### src/rtl/trace_pkg.sv
// Shared definitions for the AXI trace trigger: FSM state encoding,
// capture direction modes, debug register indices and CTRL bit positions.
package trace_pkg;

    // Trigger FSM states; encoding is visible to software through STATUS[1:0]
    typedef enum logic [1:0] {
        ST_IDLE  = 2'd0,
        ST_ARMED = 2'd1,
        ST_POST  = 2'd2,
        ST_DONE  = 2'd3
    } trace_state_e;

    // Direction qualification applied to address events
    typedef enum logic [1:0] {
        MODE_ANY   = 2'd0,
        MODE_WRITE = 2'd1,
        MODE_READ  = 2'd2,
        MODE_OFF   = 2'd3
    } trace_mode_e;

    // Debug register indices
    localparam logic [2:0] REG_ID     = 3'd0;
    localparam logic [2:0] REG_CTRL   = 3'd1;
    localparam logic [2:0] REG_MATCH  = 3'd2;
    localparam logic [2:0] REG_MASK   = 3'd3;
    localparam logic [2:0] REG_POST   = 3'd4;
    localparam logic [2:0] REG_STATUS = 3'd5;
    localparam logic [2:0] REG_REMAIN = 3'd6;
    localparam logic [2:0] REG_NTH    = 3'd7;

    // CTRL register bit positions
    localparam int CTRL_ARM_BIT   = 0;
    localparam int CTRL_ABORT_BIT = 1;
    localparam int CTRL_MODE_LSB  = 2;
    localparam int CTRL_MODE_MSB  = 3;

    // Width of the saturating match counter reported in STATUS[31:16]
    localparam int MATCH_CNT_W = 16;

endpackage

### src/rtl/axi_trace_trigger_if.sv
// Debug register port and AXI address-event port of the trace trigger.
// The master side is the debugger / event source, the slave side is the trigger.
interface axi_trace_trigger_if;

    logic        dbg_rd;
    logic        dbg_wr;
    logic [2:0]  dbg_addr;
    logic [31:0] dbg_wdata;
    logic [31:0] dbg_rdata;

    logic        ev_valid;
    logic        ev_write;
    logic [31:0] ev_addr;

    modport master (
        output dbg_rd,
        output dbg_wr,
        output dbg_addr,
        output dbg_wdata,
        input  dbg_rdata,
        output ev_valid,
        output ev_write,
        output ev_addr
    );

    modport slave (
        input  dbg_rd,
        input  dbg_wr,
        input  dbg_addr,
        input  dbg_wdata,
        output dbg_rdata,
        input  ev_valid,
        input  ev_write,
        input  ev_addr
    );

endinterface

### src/rtl/trace_addr_match.sv
// Combinational address matcher: masked compare of the event address against
// the MATCH register plus the direction filter selected by MODE.
module trace_addr_match
    import trace_pkg::*;
(
    input  logic        ev_valid,
    input  logic        ev_write,
    input  logic [31:0] ev_addr,
    input  logic [31:0] match_val,
    input  logic [31:0] mask_val,
    input  trace_mode_e mode,
    output logic        hit
);

    logic addr_eq;
    logic dir_ok;

    // Masked address equality and direction qualification of one event
    always_comb begin
        addr_eq = ((ev_addr & mask_val) == (match_val & mask_val));
        dir_ok  = 1'b0;
        case (mode)
            MODE_ANY:   dir_ok = 1'b1;
            MODE_WRITE: dir_ok = ev_write;
            MODE_READ:  dir_ok = ~ev_write;
            default:    dir_ok = 1'b0;
        endcase
        hit = ev_valid && addr_eq && dir_ok;
    end

endmodule

### src/rtl/axi_trace_trigger.sv
// AXI address trace trigger: watches completed AW/AR handshakes, arms a trace
// buffer, fires a trigger on a masked address match and keeps capture enabled
// for a programmable number of post-trigger events.
// Optional feature macro: AXI_TRACE_TRIG_NTH_EN -- register 7 becomes NTH and
// the trigger fires on the NTH match instead of the first.
module axi_trace_trigger
    import trace_pkg::*;
#(
    parameter int          POST_W = 9,
    parameter logic [31:0] ID     = 32'h54524731
)
(
    input  logic                 clk,
    input  logic                 rst_n,
    axi_trace_trigger_if.slave   bus,
    output logic                 cap_en,
    output logic                 cap_clr,
    output logic                 trig
);

    trace_state_e             state_q;
    trace_mode_e              mode_q;
    logic [31:0]              match_q;
    logic [31:0]              mask_q;
    logic [POST_W-1:0]        post_q;
    logic [POST_W-1:0]        remain_q;
    logic [MATCH_CNT_W-1:0]   cnt_q;
    logic [31:0]              rdata_q;
    logic                     trig_q;
`ifdef AXI_TRACE_TRIG_NTH_EN
    logic [15:0]              nth_q;
`endif

    logic                     ctrl_wr;
    logic                     arm_req;
    logic                     abort_req;
    logic                     ev_live;
    logic                     hit;
    logic                     nth_reached;
    logic [31:0]              rd_mux;

    function automatic logic [MATCH_CNT_W-1:0] sat_inc(input logic [MATCH_CNT_W-1:0] v);
        return (v == {MATCH_CNT_W{1'b1}}) ? v : v + 1'b1;
    endfunction

    // Decode CTRL writes; a CTRL write suppresses any coincident event
    always_comb begin
        ctrl_wr   = bus.dbg_wr && (bus.dbg_addr == REG_CTRL);
        arm_req   = ctrl_wr && bus.dbg_wdata[CTRL_ARM_BIT];
        abort_req = ctrl_wr && bus.dbg_wdata[CTRL_ABORT_BIT];
        ev_live   = bus.ev_valid && !ctrl_wr;
    end

    trace_addr_match u_match (
        .ev_valid  (ev_live),
        .ev_write  (bus.ev_write),
        .ev_addr   (bus.ev_addr),
        .match_val (match_q),
        .mask_val  (mask_q),
        .mode      (mode_q),
        .hit       (hit)
    );

    // Decide whether the current match is the one that should fire the trigger
    always_comb begin
`ifdef AXI_TRACE_TRIG_NTH_EN
        nth_reached = (({1'b0, cnt_q} + 17'd1) >= {1'b0, nth_q});
`else
        nth_reached = 1'b1;
`endif
    end

    // Capture window and buffer clear; ABORT in the same write cancels the clear
    always_comb begin
        cap_en  = (state_q == ST_ARMED) || (state_q == ST_POST);
        cap_clr = arm_req && !abort_req;
        trig    = trig_q;
    end

    // Trigger FSM with post-trigger countdown, match counter and trigger pulse
    always_ff @(posedge clk or negedge rst_n) begin
        if (!rst_n) begin
            state_q  <= ST_IDLE;
            remain_q <= '0;
            cnt_q    <= '0;
            trig_q   <= 1'b0;
        end else begin
            trig_q <= 1'b0;
            if (abort_req) begin
                state_q <= ST_IDLE;
            end else if (arm_req) begin
                state_q <= ST_ARMED;
                cnt_q   <= '0;
            end else begin
                case (state_q)
                    ST_ARMED: begin
                        if (hit) begin
                            cnt_q <= sat_inc(cnt_q);
                            if (nth_reached) begin
                                trig_q <= 1'b1;
                                if (post_q == '0) begin
                                    state_q  <= ST_DONE;
                                    remain_q <= '0;
                                end else begin
                                    state_q  <= ST_POST;
                                    remain_q <= post_q - 1'b1;
                                end
                            end
                        end
                    end
                    ST_POST: begin
                        if (ev_live) begin
                            if (remain_q == '0) begin
                                state_q <= ST_DONE;
                            end else begin
                                remain_q <= remain_q - 1'b1;
                            end
                        end
                    end
                    default: begin
                    end
                endcase
            end
        end
    end

    // Configuration registers; match setup is frozen once a capture is armed
    always_ff @(posedge clk or negedge rst_n) begin
        if (!rst_n) begin
            mode_q  <= MODE_ANY;
            match_q <= '0;
            mask_q  <= '0;
            post_q  <= '0;
`ifdef AXI_TRACE_TRIG_NTH_EN
            nth_q   <= '0;
`endif
        end else if (bus.dbg_wr) begin
            case (bus.dbg_addr)
                REG_CTRL: mode_q <= trace_mode_e'(bus.dbg_wdata[CTRL_MODE_MSB:CTRL_MODE_LSB]);
                REG_MATCH: begin
                    if (state_q == ST_IDLE) match_q <= bus.dbg_wdata;
                end
                REG_MASK: begin
                    if (state_q == ST_IDLE) mask_q <= bus.dbg_wdata;
                end
                REG_POST: begin
                    if (state_q == ST_IDLE) post_q <= bus.dbg_wdata[POST_W-1:0];
                end
`ifdef AXI_TRACE_TRIG_NTH_EN
                REG_NTH: nth_q <= bus.dbg_wdata[15:0];
`endif
                default: begin
                end
            endcase
        end
    end

    // Register read multiplexer
    always_comb begin
        rd_mux = '0;
        case (bus.dbg_addr)
            REG_ID:     rd_mux = ID;
            REG_CTRL:   rd_mux = {28'd0, mode_q, 2'b00};
            REG_MATCH:  rd_mux = match_q;
            REG_MASK:   rd_mux = mask_q;
            REG_POST:   rd_mux = 32'(post_q);
            REG_STATUS: rd_mux = {cnt_q, 14'd0, state_q};
            REG_REMAIN: rd_mux = 32'(remain_q);
`ifdef AXI_TRACE_TRIG_NTH_EN
            REG_NTH:    rd_mux = {16'd0, nth_q};
`endif
            default:    rd_mux = '0;
        endcase
    end

    // Registered read data, updated only on a read strobe
    always_ff @(posedge clk or negedge rst_n) begin
        if (!rst_n) begin
            rdata_q <= '0;
        end else if (bus.dbg_rd) begin
            rdata_q <= rd_mux;
        end
    end

    assign bus.dbg_rdata = rdata_q;

endmodule
### src/flat_wrapper.sv
// flat-port wrapper written by rule: the top's interface ports become plain ports
module axi_trace_trigger_flat import trace_pkg::*;
#(
    parameter int          POST_W = 9,
    parameter logic [31:0] ID     = 32'h54524731
)
  (clk, rst_n, cap_en, cap_clr, trig, bus_dbg_rd, bus_dbg_wr, bus_dbg_addr, bus_dbg_wdata, bus_dbg_rdata, bus_ev_valid, bus_ev_write, bus_ev_addr);
  axi_trace_trigger_if bus_i ();
  input  logic clk;
  input  logic rst_n;
  output logic cap_en;
  output logic cap_clr;
  output logic trig;
  input wire logic [$bits(bus_i.dbg_rd)-1:0] bus_dbg_rd;
  input wire logic [$bits(bus_i.dbg_wr)-1:0] bus_dbg_wr;
  input wire logic [$bits(bus_i.dbg_addr)-1:0] bus_dbg_addr;
  input wire logic [$bits(bus_i.dbg_wdata)-1:0] bus_dbg_wdata;
  output wire logic [$bits(bus_i.dbg_rdata)-1:0] bus_dbg_rdata;
  input wire logic [$bits(bus_i.ev_valid)-1:0] bus_ev_valid;
  input wire logic [$bits(bus_i.ev_write)-1:0] bus_ev_write;
  input wire logic [$bits(bus_i.ev_addr)-1:0] bus_ev_addr;
  assign bus_i.dbg_rd = bus_dbg_rd;
  assign bus_i.dbg_wr = bus_dbg_wr;
  assign bus_i.dbg_addr = bus_dbg_addr;
  assign bus_i.dbg_wdata = bus_dbg_wdata;
  assign bus_dbg_rdata = bus_i.dbg_rdata;
  assign bus_i.ev_valid = bus_ev_valid;
  assign bus_i.ev_write = bus_ev_write;
  assign bus_i.ev_addr = bus_ev_addr;
  axi_trace_trigger #(.POST_W(POST_W), .ID(ID)) u_core (.clk(clk), .rst_n(rst_n), .bus(bus_i), .cap_en(cap_en), .cap_clr(cap_clr), .trig(trig));
endmodule
### config.mk
export PLATFORM = sky130hd
export DESIGN_NAME = axi_trace_trigger_flat
export DESIGN_NICKNAME = d
export VERILOG_FILES = /design/src/rtl/trace_pkg.sv /design/src/rtl/axi_trace_trigger_if.sv /design/src/rtl/trace_addr_match.sv /design/src/rtl/axi_trace_trigger.sv /design/src/flat_wrapper.sv
export SDC_FILE = /design/constraint.sdc
export NUM_CORES = 1
export LEC_CHECK = 0
export BUFFER_PORTS_ARGS = -buffer_cell sky130_fd_sc_hd__buf_2
export CORE_MARGIN = 3
export CORE_UTILIZATION = 45
export CTS_CLUSTER_DIAMETER = 80
export DETAILED_ROUTE_END_ITERATION = 10
export MAX_ROUTING_LAYER = met4
export PLACE_DENSITY = 0.66
export SYNTH_ARGS = -nofsm -noshare
export SYNTH_HDL_FRONTEND = slang
export SYNTH_HIERARCHICAL = 1
export SYNTH_SLANG_ARGS = --single-unit
### constraint.sdc
create_clock -name clk -period 3.1 [get_ports clk]
set_clock_uncertainty 0.15 [all_clocks]
set_input_delay 0.31 -clock clk [delete_from_list [all_inputs] [get_ports clk]]
set_output_delay 0.31 -clock clk [all_outputs]
set_load 0.005 [all_outputs]
==> results of run 1 <==
## where the power goes
part | switching, mW | leakage (nW) | internal (mW)
clock | 0.749 | 0.282 | 1.31
sequential | 0.594 | 1.78 | 2.35
combinational | 1.18 | 2.05 | 1.18
## logic make-up after synthesis
group	share of synthesized area, %
compound gates	14.4
xor+xnor	6.26
fa+ha+maj	1.07
buf+inv	4.49
flops	48.3
mux	16.3
simple gates	9.21
## state kept, by name, summed over array words and instances (netlist names)
register,count
u_core/state_q,2
u_core/mask_q,32
u_core/trig,1
u_core/bus.dbg_rdata,32
u_core/post_q,9
u_core/remain_q,9
u_core/cnt_q,16
u_core/mode_q,2
u_core/match_q,32
## layer usage
layer / vias to the layer above / wire length [um] / track usage [%]
met1: 2839 / 8900 / 34.0
met5: - / 0 / -
met2: 226 / 9420 / 37.4
met3: 40 / 1200 / 4.63
li1: 2586 / - / -
met4: 0 / 505 / 9.38
## worst max-delay path, stage by stage, from the launching register on
cell and delay, ps:
dfrtp_1 410, xor2_1 150, a22o_1 260, a221oi_1 300, nand4_1 220, nor4_4 220
nand2_1 110, buf_4 160, a211oi_4 250, nand3_4 120, or3_1 330, a21oi_1 160
## layout by cell type (no fill, tap or decap), drive strengths merged, types with 14 or more instances in the layout
cell         synthesis  layout
o21ai               26      26
nand2               18      18
mux2                94      94
clkbuf              13      25
a22oi               24      24
xor2                48      48
buf                 19     127
nand3               14      14
dfrtp              135     135
inv                 42      42
nor2                33      33
dlygate4sd3          0      28
a21oi               22      22
o22ai               25      25
## final cells by class
class / count / area (um2) / share of cell area (%)
repair buffers: 155 / 997 / 11.5
multi-input cells: 423 / 3330 / 38.3
flip-flops and latches: 135 / 3380 / 38.9
well taps: 184 / 230 / 2.65
inverters: 43 / 161 / 1.86
clock buffers: 25 / 475 / 5.47
clock inverters: 7 / 119 / 1.37
## timing repair
item	CTS	global route
hold buffers	28	0
buffers inserted	0	0
hold endpoints to repair	130	0
endpoints found under the setup margin	0	5
resized for setup	0	2
## how the worst max path moves through the flow
stage	from	end	cells after the start
finish	u_core/match_q[27]	u_core/cnt_q[13]	11
CTS	u_core/match_q[26]	u_core/cnt_q[13]	11
global placement	bus_ev_addr[26]	u_core/cnt_q[13]	12
floorplan	bus_dbg_addr[0]	u_core/cnt_q[13]	12
detailed placement	bus_ev_addr[26]	u_core/cnt_q[13]	12
global route	u_core/match_q[12]	u_core/cnt_q[13]	11
## through the flow
stage / setup slack, ps / instances
4_1_cts: 150 / 972
5_1_grt: 10.5 / 972
2_1_floorplan: 507 / 633
6_report: 177 / 972
3_3_place_gp: 245 / 912
3_5_place_dp: 124 / 912
==> results.toml, run 1 <==
[detailed_routing]
avgRoutedWirePerCell_um = 20.6
first_pass_iters = 5
wl_um = 20000
first_iter_violations = 439
drc_errors = 0
vias = 5691
antenna_left = 0
viasPerCell = 5.85

[global_routing]
overflow = 0
grt_start_max_net_pins = 80
grt_antenna_before_repair = 0
grt_pass1_wl_um = 31300
grt_usage_pct = 25.0
grt_pass1_vias = 5735

[critical_path]
worstSetupEndpointType = "register"
regToRegEndpoint = "u_core/cnt_q[13]"
worst-setup-path-type = "reg2reg"
critPathRequiredTime_ps = 3300
r2r_slack_ps = 180
reg2reg_depth = 11
reg2reg_from = "u_core/match_q[27]"
cp_data_arrival_time_ps = 3120
start_kind = "register"
cp_max_fo = 5

[worst_hold_path]
hold_path_depth = 3
holdPathEnd = "u_core/match_q[5]"
hold_class = "in2reg"
hp-start = "bus_dbg_wdata[5]"

[die]
die_h_um = 131
die-area_mm2 = 0.0171
die_w_um = 131
fp.coreArea_mm2 = 0.0149
start_util_pct = 47.1
ioPinCount = 108
core.rowCount = 44

[yosys]
synth.largest_area_cell = "dfrtp_1"
synthCells = 633
ys_seq_area_share_pct = 48.3
syn_avg_cell_area_um2 = 11.0
synth-seq-cells = 135
netlist_area_mm2 = 0.00699
synth-async-reset-ratio_pct = 100
synth_cell_types = 58
netlist.area_leader.share_pct = 48.3
synthFlopType = "dfrtp_1"
yosys_warnings = 6
synth-edff-count = 0
synth.most_common_cell = "dfrtp_1"
synth_nets = 712
yosys-top-cells-count = "dfrtp_1 (135), mux2_2 (94), xor2_1 (48)"
synth_area_leaders = "dfrtp_1 (48%), mux2_2 (15%), xor2_1 (6.0%), a22oi_1 (2.6%), inv_1 (2.3%)"

[clocking]
clock-sinks = 135
htreeDepth = 4
numCtsBuffers = 17
clockRootBuffer = "clkbuf_16"
cts_tree = "yes"
clock_latency_ps = 430
clk_pin_slew_ps = 60
cts_buffer_depth = 2

[run]
cap_violations = 0

[sta]
hold_ws_ps = 16.6
finalCriticalPeriod_ps = 2920
tns_ps = 0
max-slew-margin-rel_pct = 49.5
finalHoldViolations = 0
fmax_ghz = 0.342
fin_crit_sh_pct = 94.3
setup_viol = 0
rsz0062_at_grt = "no"
slew_violations = 0
tightest_slew_ps = 758

[finish]
syn2layout_area_growth_pct = 24.2
finish.net_count = 854
n_fill_cell = 1232
drive_gt1_share_pct = 32.6
final_cell_area_mm2 = 0.00869
antennaDiodeCount = 0
final_util_pct = 58.4

[place]
place_congestion = 0.881
portBuffers = 107
dpl_cell_area_mm2 = 0.00780
dp_hpwl_um = 14100

[power]
p_leak_nw = 4.11
power.density_mw_per_mm2 = 848
power_mw = 7.37
vdd_drop_max_v = 0.000422

[outcome]
status = "finished, final reports clean"
No activity file was read; power rests on OpenSTA's default activity.
==> inputs of run 2 (changes only) <==
- CORE_MARGIN: 3 -> 2
==> run 2 against run 1 <==
Net effect: utilization shrank 1.8 points; power shrank 0.50%; first-iteration DRC count grew 42%; maximum frequency shrank 0.83%; critical path depth is the same; clock-buffer cell count shrank 2; worst setup slack lost 24 ps; critical path type unchanged.
==> results.toml, run 2 (synthesis results as in run 1) <==
[place]
dp_slack_ps = 71.4
dp_hpwl_um = 14100
place_inst = 916
portBuffers = 107
dpl_cell_area_mm2 = 0.00778
place_congestion = 0.909

[detailed_routing]
wl_um = 20100
vias = 5709
antenna_left = 0
viasPerCell = 5.89
avgRoutedWirePerCell_um = 20.8
drc_errors = 0
first_iter_violations = 624
first_pass_iters = 5

[sta]
max-slew-margin-rel_pct = 40.2
tightest_slew_ps = 896
tns_ps = 0
fmax_ghz = 0.339
finalWorstSetupSlack_ps = 152
finalCriticalPeriod_ps = 2950
slew_violations = 0
setup_viol = 0
finalHoldViolations = 0
fin_crit_sh_pct = 95.1

[global_routing]
grt_pass1_wl_um = 31900
overflow = 0
grt_usage_pct = 26.2
grt_pass1_vias = 5744
grt_start_max_net_pins = 77
grt_antenna_before_repair = 0

[die]
fp.coreArea_mm2 = 0.0152
die_w_um = 129
die_h_um = 129
ioPinCount = 108
die-area_mm2 = 0.0166
core.rowCount = 45
start_util_pct = 46.0

[critical_path]
cp_data_arrival_time_ps = 3090
cp_max_fo = 12
critPathRequiredTime_ps = 3240
worstSetupEndpointType = "register"
start_kind = "register"
worst-setup-path-type = "reg2reg"

[clocking]
numCtsBuffers = 17
clock-sinks = 135
cts_buffer_depth = 2
clockRootBuffer = "clkbuf_16"
cts_tree = "yes"
clk_pin_slew_ps = 60
clock_latency_ps = 420
htreeDepth = 4

[finish]
final_util_pct = 56.6
syn2layout_area_growth_pct = 23.1
fin_cells = 970
finish.net_count = 848
layout_commonest_cell = "dfrtp_1"
final_cell_area_mm2 = 0.00861
drive_gt1_share_pct = 33.9
antennaDiodeCount = 0
layout_common_cells = "dfrtp_1 (135), buf_2 (106), mux2_2 (94), xor2_1 (48), inv_1 (42)"

[run]
cap_violations = 0

[power]
vdd_drop_max_v = 0.000452
combPwrFrac_pct = 32.3
internal-power_mw = 4.80
power.switching_mw = 2.53
power.share.switching_pct = 34.5
p_leak_nw = 4.09
power.density_mw_per_mm2 = 851
pwr-share-seq_pct = 40.2
pwr-share-clk_pct = 27.5

[worst_hold_path]
hold_class = "in2reg"

[outcome]
status = "finished, final reports clean"
[run 2: worst paths after layout]
check                                        start                  endpoint  slack, ps  depth (start not counted)
min in group asynchronous                    rst_n         u_core/match_q[6]        310                          2
min                              bus_dbg_wdata[23]        u_core/match_q[23]          5                          2
max reg2reg                     u_core/match_q[27]        u_core/remain_q[3]        150                         11
max                             u_core/match_q[27]        u_core/remain_q[3]        150                         11
min reg2reg                u_core/bus.dbg_rdata[2]   u_core/bus.dbg_rdata[2]        330                          1
max in group asynchronous                    rst_n  u_core/bus.dbg_rdata[25]       1670                          3
[run 2: per-layer routing]
metal | share of wire (%) | vias to the layer above | global-route usage (%)
li1 | - | 2575 | -
met1 | 44 | 2868 | 35.6
met2 | 48 | 241 | 39.8
met3 | 6.5 | 25 | 4.82
met4 | 1.7 | 0 | 8.70
met5 | 0 | - | -
[run 2: per-stage QoR]
stage	hold WS, ps	power (mW)
3_3_place_gp	226	5.09
5_1_grt	5.34	7.74
3_5_place_dp	239	5.19
4_1_cts	1.09	7.23
6_report	5.20	7.33
2_1_floorplan	-136	4.40
[run 2: final cells by class]
type                            instances  area, um2
Timing Repair Buffer                  149        910
Multi-Input combinational cell        423       3340
Inverter                               43        161
Sequential cell                       135       3380
Clock buffer                           23        488
Fill cell                            1310       6590
Clock inverter                          9       97.6
Tap cell                              188        235
[run 2: power groups by stage]
stage	logic, mW	registers, mW	clock network (mW)
3_3_place_gp	2.17	2.91	0
3_5_place_dp	2.24	2.95	0
6_report	2.37	2.95	2.01
5_1_grt	2.58	3.03	2.13
2_1_floorplan	1.64	2.76	0
4_1_cts	2.28	2.93	2.03
[run 2: worst max-delay path, stage by stage (launching register included)]
cell and delay [ps]:
dfrtp_1 400, xor2_1 160, a22o_1 270, a221oi_2 230, nand4_1 220, nor4_4 360
nand2_2 140, a22o_1 230, o21bai_1 190, buf_4 190, o21ai_0 170, o21ai_0 120
[run 2: what timing repair did]
action,4_1_cts,5_1_grt
endpoints found under the hold margin,110,0
hold buffers,21,0
setup endpoints to repair,0,10
buffers inserted,0,1
resized for setup,0,5
